File: src/rtl/mux_n_to_1_scan_pkg.sv
// Shared definitions for mux_n_to_1_scan: mode encoding and mode helpers.
package mux_pkg;

    typedef enum logic [1:0] {
        MODE_MANUAL = 2'd0,
        MODE_SCAN   = 2'd1,
        MODE_HOLD   = 2'd2,
        MODE_RSVD   = 2'd3
    } mode_e;

    // The reserved encoding behaves exactly like HOLD.
    function automatic logic is_hold(input mode_e m);
        return (m == MODE_HOLD) || (m == MODE_RSVD);
    endfunction

endpackage

File: src/rtl/mux_n_to_1_scan_if.sv
// Bus bundle between the sampled input banks, the scan mux and its consumer.
// Signal out_par exists only when MUX_PARITY_EN is defined.
interface mux_n_to_1_scan_if #(
    parameter int N = 4,
    parameter int W = 1
);
    localparam int SELW = $clog2(N);

    logic [N*W-1:0]  in_bus;
    logic [SELW-1:0] sel;
    logic [1:0]      mode;
    logic [N-1:0]    ch_en;
    logic [W-1:0]    out;
    logic [SELW-1:0] out_ch;
    logic            out_valid;
    logic            scan_wrap;

`ifdef MUX_PARITY_EN
    logic            out_par;

    modport master (
        output in_bus, sel, mode, ch_en,
        input  out, out_ch, out_valid, scan_wrap, out_par
    );

    modport slave (
        input  in_bus, sel, mode, ch_en,
        output out, out_ch, out_valid, scan_wrap, out_par
    );
`else
    modport master (
        output in_bus, sel, mode, ch_en,
        input  out, out_ch, out_valid, scan_wrap
    );

    modport slave (
        input  in_bus, sel, mode, ch_en,
        output out, out_ch, out_valid, scan_wrap
    );
`endif

endinterface

File: src/rtl/mux_n_to_1_scan_next_ch.sv
// Rotate-priority finder: lowest enabled channel strictly above cur, else the
// lowest enabled channel overall (wrapped=1). An out-of-range cur always wraps.
module mux_next_ch #(
    parameter int N    = 4,
    parameter int SELW = $clog2(N)
) (
    input  logic [SELW-1:0] cur,
    input  logic [N-1:0]    ch_en,
    output logic [SELW-1:0] nxt,
    output logic            any_en,
    output logic            wrapped
);

    logic [SELW-1:0] lo_idx;
    logic [SELW-1:0] hi_idx;
    logic            hi_found;

    // Descending scan so the last hit recorded is the lowest qualifying index.
    always_comb begin
        lo_idx   = '0;
        hi_idx   = '0;
        hi_found = 1'b0;
        for (int i = N - 1; i >= 0; i--) begin
            if (ch_en[i]) begin
                lo_idx = SELW'(i);
                if (SELW'(i) > cur) begin
                    hi_idx   = SELW'(i);
                    hi_found = 1'b1;
                end
            end
        end
    end

    assign any_en  = |ch_en;
    assign wrapped = any_en && !hi_found;
    assign nxt     = hi_found ? hi_idx : lo_idx;

endmodule

File: src/rtl/mux_n_to_1_scan.sv
// N-channel, W-bit registered mux with manual select, auto-scan sequencer and hold.
// Define MUX_PARITY_EN to add the registered parity output out_par.
module mux_n_to_1_scan
    import mux_pkg::*;
#(
    parameter int N     = 4,
    parameter int W     = 1,
    parameter int DWELL = 4
) (
    input logic                clk,
    input logic                rst_n,
    mux_n_to_1_scan_if.slave   bus
);

    localparam int SELW  = $clog2(N);
    localparam int DCNTW = $clog2(DWELL + 1);
    localparam logic [DCNTW-1:0] DWELL_LAST = DCNTW'(DWELL - 1);

    mode_e           mode_in;
    mode_e           mode_q;
    logic [SELW-1:0] cur, cur_d;
    logic [DCNTW-1:0] dwell_cnt, dwell_d;
    logic [W-1:0]    out_q, out_d;
    logic [SELW-1:0] ch_q, ch_d;
    logic            valid_q, valid_d;
    logic            wrap_q, wrap_d;
    logic            scan_entry;
    logic            sel_ok;
    logic            sel_en;
    logic            cur_en;
    logic [SELW-1:0] find_from;
    logic [SELW-1:0] entry_ch;
    logic [SELW-1:0] nxt;
    logic            any_en;
    logic            wrapped;

    // Out-of-range indices (possible when N is not a power of two) read as zero.
    function automatic logic [W-1:0] data_at(input logic [N*W-1:0] bus_v,
                                             input logic [SELW-1:0] idx);
        logic [W-1:0] r;
        r = '0;
        for (int k = 0; k < N; k++) begin
            if (idx == SELW'(k)) r = bus_v[k*W +: W];
        end
        return r;
    endfunction

    function automatic logic en_at(input logic [N-1:0] en_v, input logic [SELW-1:0] idx);
        logic r;
        r = 1'b0;
        for (int k = 0; k < N; k++) begin
            if (idx == SELW'(k)) r = en_v[k];
        end
        return r;
    endfunction

    assign mode_in    = mode_e'(bus.mode);
    assign scan_entry = (mode_in == MODE_SCAN) && (mode_q != MODE_SCAN);
    assign sel_ok     = int'(bus.sel) < N;
    assign sel_en     = en_at(bus.ch_en, bus.sel);
    assign cur_en     = en_at(bus.ch_en, cur);

    // Entry and advance never coincide, so one finder serves both.
    assign find_from  = scan_entry ? bus.sel : cur;
    assign entry_ch   = sel_en ? bus.sel : nxt;

    mux_next_ch #(
        .N    (N),
        .SELW (SELW)
    ) u_next_ch (
        .cur     (find_from),
        .ch_en   (bus.ch_en),
        .nxt     (nxt),
        .any_en  (any_en),
        .wrapped (wrapped)
    );

    always_comb begin
        cur_d   = cur;
        dwell_d = dwell_cnt;
        out_d   = out_q;
        ch_d    = ch_q;
        valid_d = valid_q;
        wrap_d  = 1'b0;

        if (is_hold(mode_in)) begin
            cur_d = cur;
        end else if (mode_in == MODE_MANUAL) begin
            out_d   = data_at(bus.in_bus, bus.sel);
            ch_d    = bus.sel;
            valid_d = sel_ok;
            dwell_d = '0;
        end else if (!any_en) begin
            out_d   = '0;
            valid_d = 1'b0;
            dwell_d = '0;
        end else if (scan_entry) begin
            cur_d   = entry_ch;
            out_d   = data_at(bus.in_bus, entry_ch);
            ch_d    = entry_ch;
            valid_d = 1'b1;
            dwell_d = '0;
        end else if (!valid_q || !cur_en || (dwell_cnt == DWELL_LAST)) begin
            // Resume from idle, current channel disabled, or dwell expired.
            cur_d   = nxt;
            out_d   = data_at(bus.in_bus, nxt);
            ch_d    = nxt;
            valid_d = 1'b1;
            dwell_d = '0;
            wrap_d  = wrapped;
        end else begin
            out_d   = data_at(bus.in_bus, cur);
            ch_d    = cur;
            valid_d = 1'b1;
            dwell_d = dwell_cnt + DCNTW'(1);
        end
    end

`ifdef MUX_PARITY_EN
    logic par_q, par_d;

    always_comb begin
        par_d = is_hold(mode_in) ? par_q : (valid_d & (^out_d));
    end

    always_ff @(posedge clk) begin
        if (!rst_n) par_q <= 1'b0;
        else        par_q <= par_d;
    end

    assign bus.out_par = par_q;
`endif

    always_ff @(posedge clk) begin
        if (!rst_n) begin
            mode_q    <= MODE_MANUAL;
            cur       <= '0;
            dwell_cnt <= '0;
            out_q     <= '0;
            ch_q      <= '0;
            valid_q   <= 1'b0;
            wrap_q    <= 1'b0;
        end else begin
            mode_q    <= mode_in;
            cur       <= cur_d;
            dwell_cnt <= dwell_d;
            out_q     <= out_d;
            ch_q      <= ch_d;
            valid_q   <= valid_d;
            wrap_q    <= wrap_d;
        end
    end

    assign bus.out       = out_q;
    assign bus.out_ch    = ch_q;
    assign bus.out_valid = valid_q;
    assign bus.scan_wrap = wrap_q;

endmodule
File: src/flat_wrapper.sv
// flat-port wrapper written by rule: the top's interface ports become plain ports
module mux_n_to_1_scan_flat import mux_pkg::*;
#(
    parameter int N     = 4,
    parameter int W     = 1,
    parameter int DWELL = 4
)
  (clk, rst_n, bus_in_bus, bus_sel, bus_mode, bus_ch_en, bus_out, bus_out_ch, bus_out_valid, bus_scan_wrap);
  mux_n_to_1_scan_if #(.N(N), .W(W)) bus_i ();
  input logic clk;
  input logic rst_n;
  input wire logic [$bits(bus_i.in_bus)-1:0] bus_in_bus;
  input wire logic [$bits(bus_i.sel)-1:0] bus_sel;
  input wire logic [$bits(bus_i.mode)-1:0] bus_mode;
  input wire logic [$bits(bus_i.ch_en)-1:0] bus_ch_en;
  output wire logic [$bits(bus_i.out)-1:0] bus_out;
  output wire logic [$bits(bus_i.out_ch)-1:0] bus_out_ch;
  output wire logic [$bits(bus_i.out_valid)-1:0] bus_out_valid;
  output wire logic [$bits(bus_i.scan_wrap)-1:0] bus_scan_wrap;
  assign bus_i.in_bus = bus_in_bus;
  assign bus_i.sel = bus_sel;
  assign bus_i.mode = bus_mode;
  assign bus_i.ch_en = bus_ch_en;
  assign bus_out = bus_i.out;
  assign bus_out_ch = bus_i.out_ch;
  assign bus_out_valid = bus_i.out_valid;
  assign bus_scan_wrap = bus_i.scan_wrap;
  mux_n_to_1_scan #(.N(N), .W(W), .DWELL(DWELL)) u_core (.clk(clk), .rst_n(rst_n), .bus(bus_i));
endmodule
File: config.mk
export PLATFORM = sky130hd
export DESIGN_NAME = mux_n_to_1_scan_flat
export DESIGN_NICKNAME = d
export VERILOG_FILES = /design/src/rtl/mux_n_to_1_scan_pkg.sv /design/src/rtl/mux_n_to_1_scan_if.sv /design/src/rtl/mux_n_to_1_scan_next_ch.sv /design/src/rtl/mux_n_to_1_scan.sv /design/src/flat_wrapper.sv
export SDC_FILE = /design/constraint.sdc
export NUM_CORES = 1
export LEC_CHECK = 0
export CORE_MARGIN = 2
export CORE_UTILIZATION = 45
export DETAILED_ROUTE_END_ITERATION = 8
export DONT_BUFFER_PORTS = 1
export SYNTH_ARGS = -nofsm -noshare
export SYNTH_HDL_FRONTEND = slang
export SYNTH_SLANG_ARGS = --single-unit
File: constraint.sdc
create_clock -name clk -period 4.7 [get_ports clk]
set_input_delay 0 -clock clk [delete_from_list [all_inputs] [get_ports clk]]
set_output_delay 0 -clock clk [all_outputs]
set_load 0.02 [all_outputs]
Yosys cells after proc, flatten, opt, wreduce, memory -nomap -nowiden
Cells that the tools add are included.
- register bits after elaboration: 12
- bits of input ports: 14
- output and inout port bits: 5
- word-level logic and storage cells: 113
- add/subtract/negate cells: 1
- magnitude comparators: 4
- equality and inequality tests: 17
- mux-type cells: 61
- bitwise logic cells: 5
- reductions and logical operators: 18
- operators by type and width (kind ; number):
    two-way mux 1 bit ; 38
    two-way mux 2 bit ; 19
    == test 2 bit (second input constant) ; 10
    two-way mux 3 bit ; 4
    == test 2 x 1 -> 1 bit (second input constant) ; 5
    zero test 2 bit ; 5
    OR reduction 6 bit ; 1
    NOT 1 bit ; 5
    greater-than comparator 1 x 2 -> 1 bit (first input constant) ; 2
    greater-than comparator 2 bit (first input constant) ; 2
    OR reduction 4 bit ; 1
    adder 3 x 1 -> 3 bit (second input constant) ; 1
    == test 3 x 2 -> 1 bit (second input constant) ; 1
    zero test 1 bit ; 3
    logical OR 1 bit ; 3
    AND reduction 3 bit ; 1
    logical AND 1 bit ; 2
    != test 2 x 1 -> 1 bit (second input constant) ; 1
    AND reduction 2 bit ; 1
    nonzero test 2 bit ; 1

Logic depth before layout (Yosys ltp)
- depth after elaboration: 22
- mapped depth: 9
- mapped depth without buffers: 8

Cells and area by module
Synthesis repeated with hierarchy kept, for this count alone.
- cell total of the unflattened synthesis: 106
- area, all modules: 957.2 µm²
- modules (own cells, without submodules) (module ; instances ; cells an instance ; area each (µm²) ; sequential area each (µm²)):
    mux_n_to_1_scan ; 1 ; 89 ; 859.6 ; 240.2
    mux_next_ch ; 1 ; 17 ; 97.6 ; 0.0

Least setup slack after synthesis
No wires, ideal clock.
- path type: register -> register
- from: reg u_core.mode_q[0]
- to: reg u_core.out_q, in the netlist u_core.bus.out
- library setup time: 120 ps
- arrival: 1919 ps
- slack: 2661 ps
- cell stages (with the launch flop): 9
- period minus slack after synthesis: 2039 ps
- path through: dfxtp_1 or2b_2 nand4_1 o311ai_1 o211ai_2 mux2i_4 a221oi_1 a2111oi_1 o31a_1
- word-level cells in the longest chain between the ends: 22
- elaborated cells on any way between the ends: 45
- those cells by class: order compare (4); eq/ne (7); mux (31); reduce/logical (3)
- ends and longest elaborated chain (what ; RTL line ; source):
    start: declaration ; mux_n_to_1_scan.sv:20 ; mode_e mode_q;
    start signal: assignment ; mux_n_to_1_scan.sv:144 ; mode_q <= mode_in;
    != test 2 x 1 -> 1 bit * ; mux_n_to_1_scan.sv:58 ; assign scan_entry = (mode_in == MODE_SCAN) && (mode_q != MODE_SCAN);
    logical AND 1 bit * ; mux_n_to_1_scan.sv:58 ;
    two-way mux 2 bit ; mux_n_to_1_scan.sv:64 ; assign find_from = scan_entry ? bus.sel : cur;
    greater-than comparator 2 bit ; mux_n_to_1_scan_next_ch.sv:26 ; if (SELW'(i) > cur) begin
    two-way mux 2 bit / two-way mux 1 bit (equally long branches) ; mux_n_to_1_scan_next_ch.sv:26 ;
    two-way mux 2 bit / two-way mux 1 bit (equally long branches) ; mux_n_to_1_scan_next_ch.sv:24 ; if (ch_en[i]) begin
    two-way mux 2 bit / two-way mux 1 bit (equally long branches) ; mux_n_to_1_scan_next_ch.sv:26 ;
    two-way mux 2 bit / two-way mux 1 bit (equally long branches) ; mux_n_to_1_scan_next_ch.sv:24 ;
    [... 4 more ...] ; -- ;
    two-way mux 2 bit ; mux_n_to_1_scan_next_ch.sv:36 ; assign nxt = hi_found ? hi_idx : lo_idx;
    zero test 2 bit / two-way mux 2 bit (equally long branches) ; mux_n_to_1_scan.sv:43, mux_n_to_1_scan.sv:65 ;
    two-way mux 1 bit / zero test 2 bit (equally long branches) ; mux_n_to_1_scan.sv:43 ; if (idx == SELW'(k)) r = bus_v[k*W +: W];
    two-way mux 1 bit (3 in series) ; mux_n_to_1_scan.sv:43 ;
    two-way mux 1 bit, on equally long branches ; mux_n_to_1_scan.sv:103, mux_n_to_1_scan.sv:43 ;
    two-way mux 1 bit * ; mux_n_to_1_scan.sv:97 ; end else if (scan_entry) begin
    two-way mux 1 bit * ; mux_n_to_1_scan.sv:93 ; end else if (!any_en) begin
    two-way mux 1 bit * ; mux_n_to_1_scan.sv:88 ; end else if (mode_in == MODE_MANUAL) begin
    end signal: assignment ; mux_n_to_1_scan.sv:147 ; out_q <= out_d;
    end: declaration ; mux_n_to_1_scan.sv:23 ; logic [W-1:0] out_q, out_d;
Mark *: on every way between the ends. The rest lies on a longest branch, timed or not.
A chain may end at the register's enable or synchronous reset.

Worst setup path in the final report
Ends and elaborated chain as after synthesis.

==> flow_metrics.tcl <==
set metrics [dict create \
    core_area_um2 2190 \
    crit_type "flip-flop to flip-flop" \
    drtIter0Drc 70 \
    power_per_cell_area_nw_per_um2 234 \
    ant_nets 0 \
    drc_errors 0 \
    final.setup.tns_ns 0 \
    synth_nets 141 \
    final_common_cell "dfxtp_1" \
    ys_seq_elements 12 \
    hold_viol_final 0 \
    avgSynthCellArea_um2 8.34 \
    via_per_inst 6.24 \
    status "finished, final reports clean" \
    grt_antenna_before_repair 0 \
    first_pass_iters 4 \
    timing.rr.start "u_core.mode_q[0]" \
    drt_wl_total_um 2690 \
    post_cts_resized 0 \
    gp_congestion 0.854 \
    ff2ff_path_depth 9 \
    grt_util_all_layers 0.224 \
    whs_path_depth 3 \
    grt_pass1_wl_um 4540 \
    cts_buffers 3 \
    rrSetupSlack_ns 1.65 \
    nFillCells 204 \
    vias 992 \
    yosys.area.top_type "dfxtp_1" \
    yosysSeqAreaShare 0.230 \
    layout.nets 148 \
    port_buffers 0 \
    required_ns 4.86 \
    row_count 17 \
    root_buffer "clkbuf_4" \
    vdd_ir_drop_max_mv 0.248 \
    finClkSkew_ns 0.00195 \
    slew-limit-headroom 0.622 \
    cp_max_fo 8 \
    die_y_um 52.1 \
    dp_hpwl_um 2030 \
    ys_types 50 \
    worstSetupStartpointType "flip-flop" \
    first_global_vias 914 \
    syn_to_final_growth_pct 11.8 \
    min_period_over_period 0.649 \
    arrival_ns 3.20 \
    slowest_stage "dlygate4sd3_1" \
    synth_top_area_frac 0.230 \
    cts_sinks 12 \
    cts_buffer_depth 2 \
    clk_pin_slew_ns 0.08 \
    fp.dieW_um 52.1 \
    synth_area_leaders "dfxtp_1, mux4_2, mux2i_1, nor2_1, nor3_1" \
    grt_max_degree 12 \
    avgRoutedWirePerCell_um 16.9 \
    synth_warnings 0 \
    max_freq_mhz 328 \
    initial_core_util 0.476 \
    overflow 0 \
    finalSetupViolations 0 \
    synthCells 125 \
    period_needed_ns 3.05 \
    insertion_delay_ns 0.27 \
    layout_common_cells "dfxtp_1, nor2_1, inv_1, nand2_1, dlygate4sd3_1" \
    slew_viol_final 0 \
    cp_cell_sequence "nor2b_1 > nor2_2 > o311ai_1 > o211ai_2 > nand2b_1 > a221oi_1 > a2111oi_1 > o31a_1 > dlygate4sd3_1" \
    cts_tree "built" \
    drive_gt1_frac 0.160 \
    drv_cap 0 \
    leakagePower_nw 0.430 \
    post-route-util 0.532 \
    io_pins 19 \
    worstHoldPathType "primary input to flip-flop" \
    tightest_slew_ns 0.566 \
    critPathLaunch "u_core.mode_q[0]" \
    dieArea_um2 2720 \
    worst_setup_path_end_kind "flip-flop" \
    antenna_cells 0 \
    rsz0062_at_grt "false" \
    syn_area_um2 1040 \
    hold_start "bus_mode[0]" \
    critPathMaxStageDelay_ns 0.56 \
    htree_num_levels 1 \
]
==> routing by layer <==
layer  vias up  wire, um  global-route usage
met5         -         0                   0
met1       457      1190               0.338
li1        482         -                   -
met2        49      1200               0.331
met4         0        39              0.0263
met3         4       251              0.0517
==> sequential cells by signal, indices dropped and copies added, names as in the netlist <==
name                  count
u_core.bus.scan_wrap      1
u_core.mode_q             2
u_core.dwell_cnt          3
u_core.bus.out_valid      1
u_core.bus.out            1
u_core.bus.out_ch         2
u_core.cur                2
==> stage by stage <==
step           instances  worst slack (ns)  hold WS [ns]  instance area [um2]  power [W]
2_1_floorplan        125              2.66         0.118                 1040   0.000179
5_1_grt              159              1.44        0.0639                 1160   0.000290
3_3_place_gp         147              2.36         0.123                 1050   0.000186
6_report             159              1.65        0.0150                 1160   0.000272
4_1_cts              159              1.72        0.0120                 1160   0.000274
3_5_place_dp         147              2.28         0.122                 1050   0.000186
==> cell usage after synthesis (all sizes together) <==
library cell	n
a2111oi	1
a211oi	2
a21boi	4
a21oi	3
a221o	1
a221oi	1
a22oi	3
a311oi	1
and2	3
and2b	1
buf	5
clkbuf	1
dfxtp	12
ha	2
inv	8
mux2	1
mux2i	5
mux4	3
nand2	9
nand2b	4
nand3	3
nand3b	1
nand4	1
nor2	10
nor2b	2
nor3	6
nor3b	1
nor4	3
o211a	2
o211ai	3
o21a	2
o21ai	8
o21bai	1
o221ai	1
o22ai	1
o2bb2ai	2
o311ai	1
o31a	1
o31ai	1
o41a	1
or2	3
or2b	1
==> repair_timing <==
| item | 4_1_cts | 5_1_grt |
|---|---|---|
| buffers inserted | 0 | 0 |
| hold buffers | 8 | 0 |
| hold endpoints to repair | 9 | 0 |
| endpoints found under the setup margin | 0 | 0 |
==> worst max-delay path: cells and delay by family, from the launching register on <==
family	cells	cell delay, ns
flops	1	0.35
buf+inv	1	0.56
simple gates	3	0.83
compound gates	5	1.21
==> area by class of cell <==
type | count | area, um2 | share of cell area
Tap cell | 28 | 35.0 | 0.0301
Multi-Input combinational cell | 99 | 743 | 0.638
Inverter | 8 | 30.0 | 0.0258
Clock buffer | 4 | 36.3 | 0.0311
Sequential cell | 12 | 240 | 0.206
Timing Repair Buffer | 8 | 80.1 | 0.0687
==> cells by family after synthesis <==
logic type / share of synthesized area
adders and majority gates: 0.0240
buffers and inverters: 0.0564
and+or+nand+nor: 0.252
muxes: 0.136
AOI/OAI and AO/OA: 0.301
DFF: 0.230
==> final timing paths <==
check	to
max	u_core.bus.out
min reg2reg	u_core.dwell_cnt[2]
max reg2reg	u_core.bus.out
min	u_core.cur[0]
==> report_power, final <==
part,internal [W],total [W],leakage [nW],switching [W]
Combinational,0.0000378,0.0000755,0.311,0.0000376
Sequential,0.000107,0.000116,0.0983,0.00000931
Clock,0.0000470,0.0000807,0.0210,0.0000337
No activity file was read; power rests on OpenSTA's default activity.
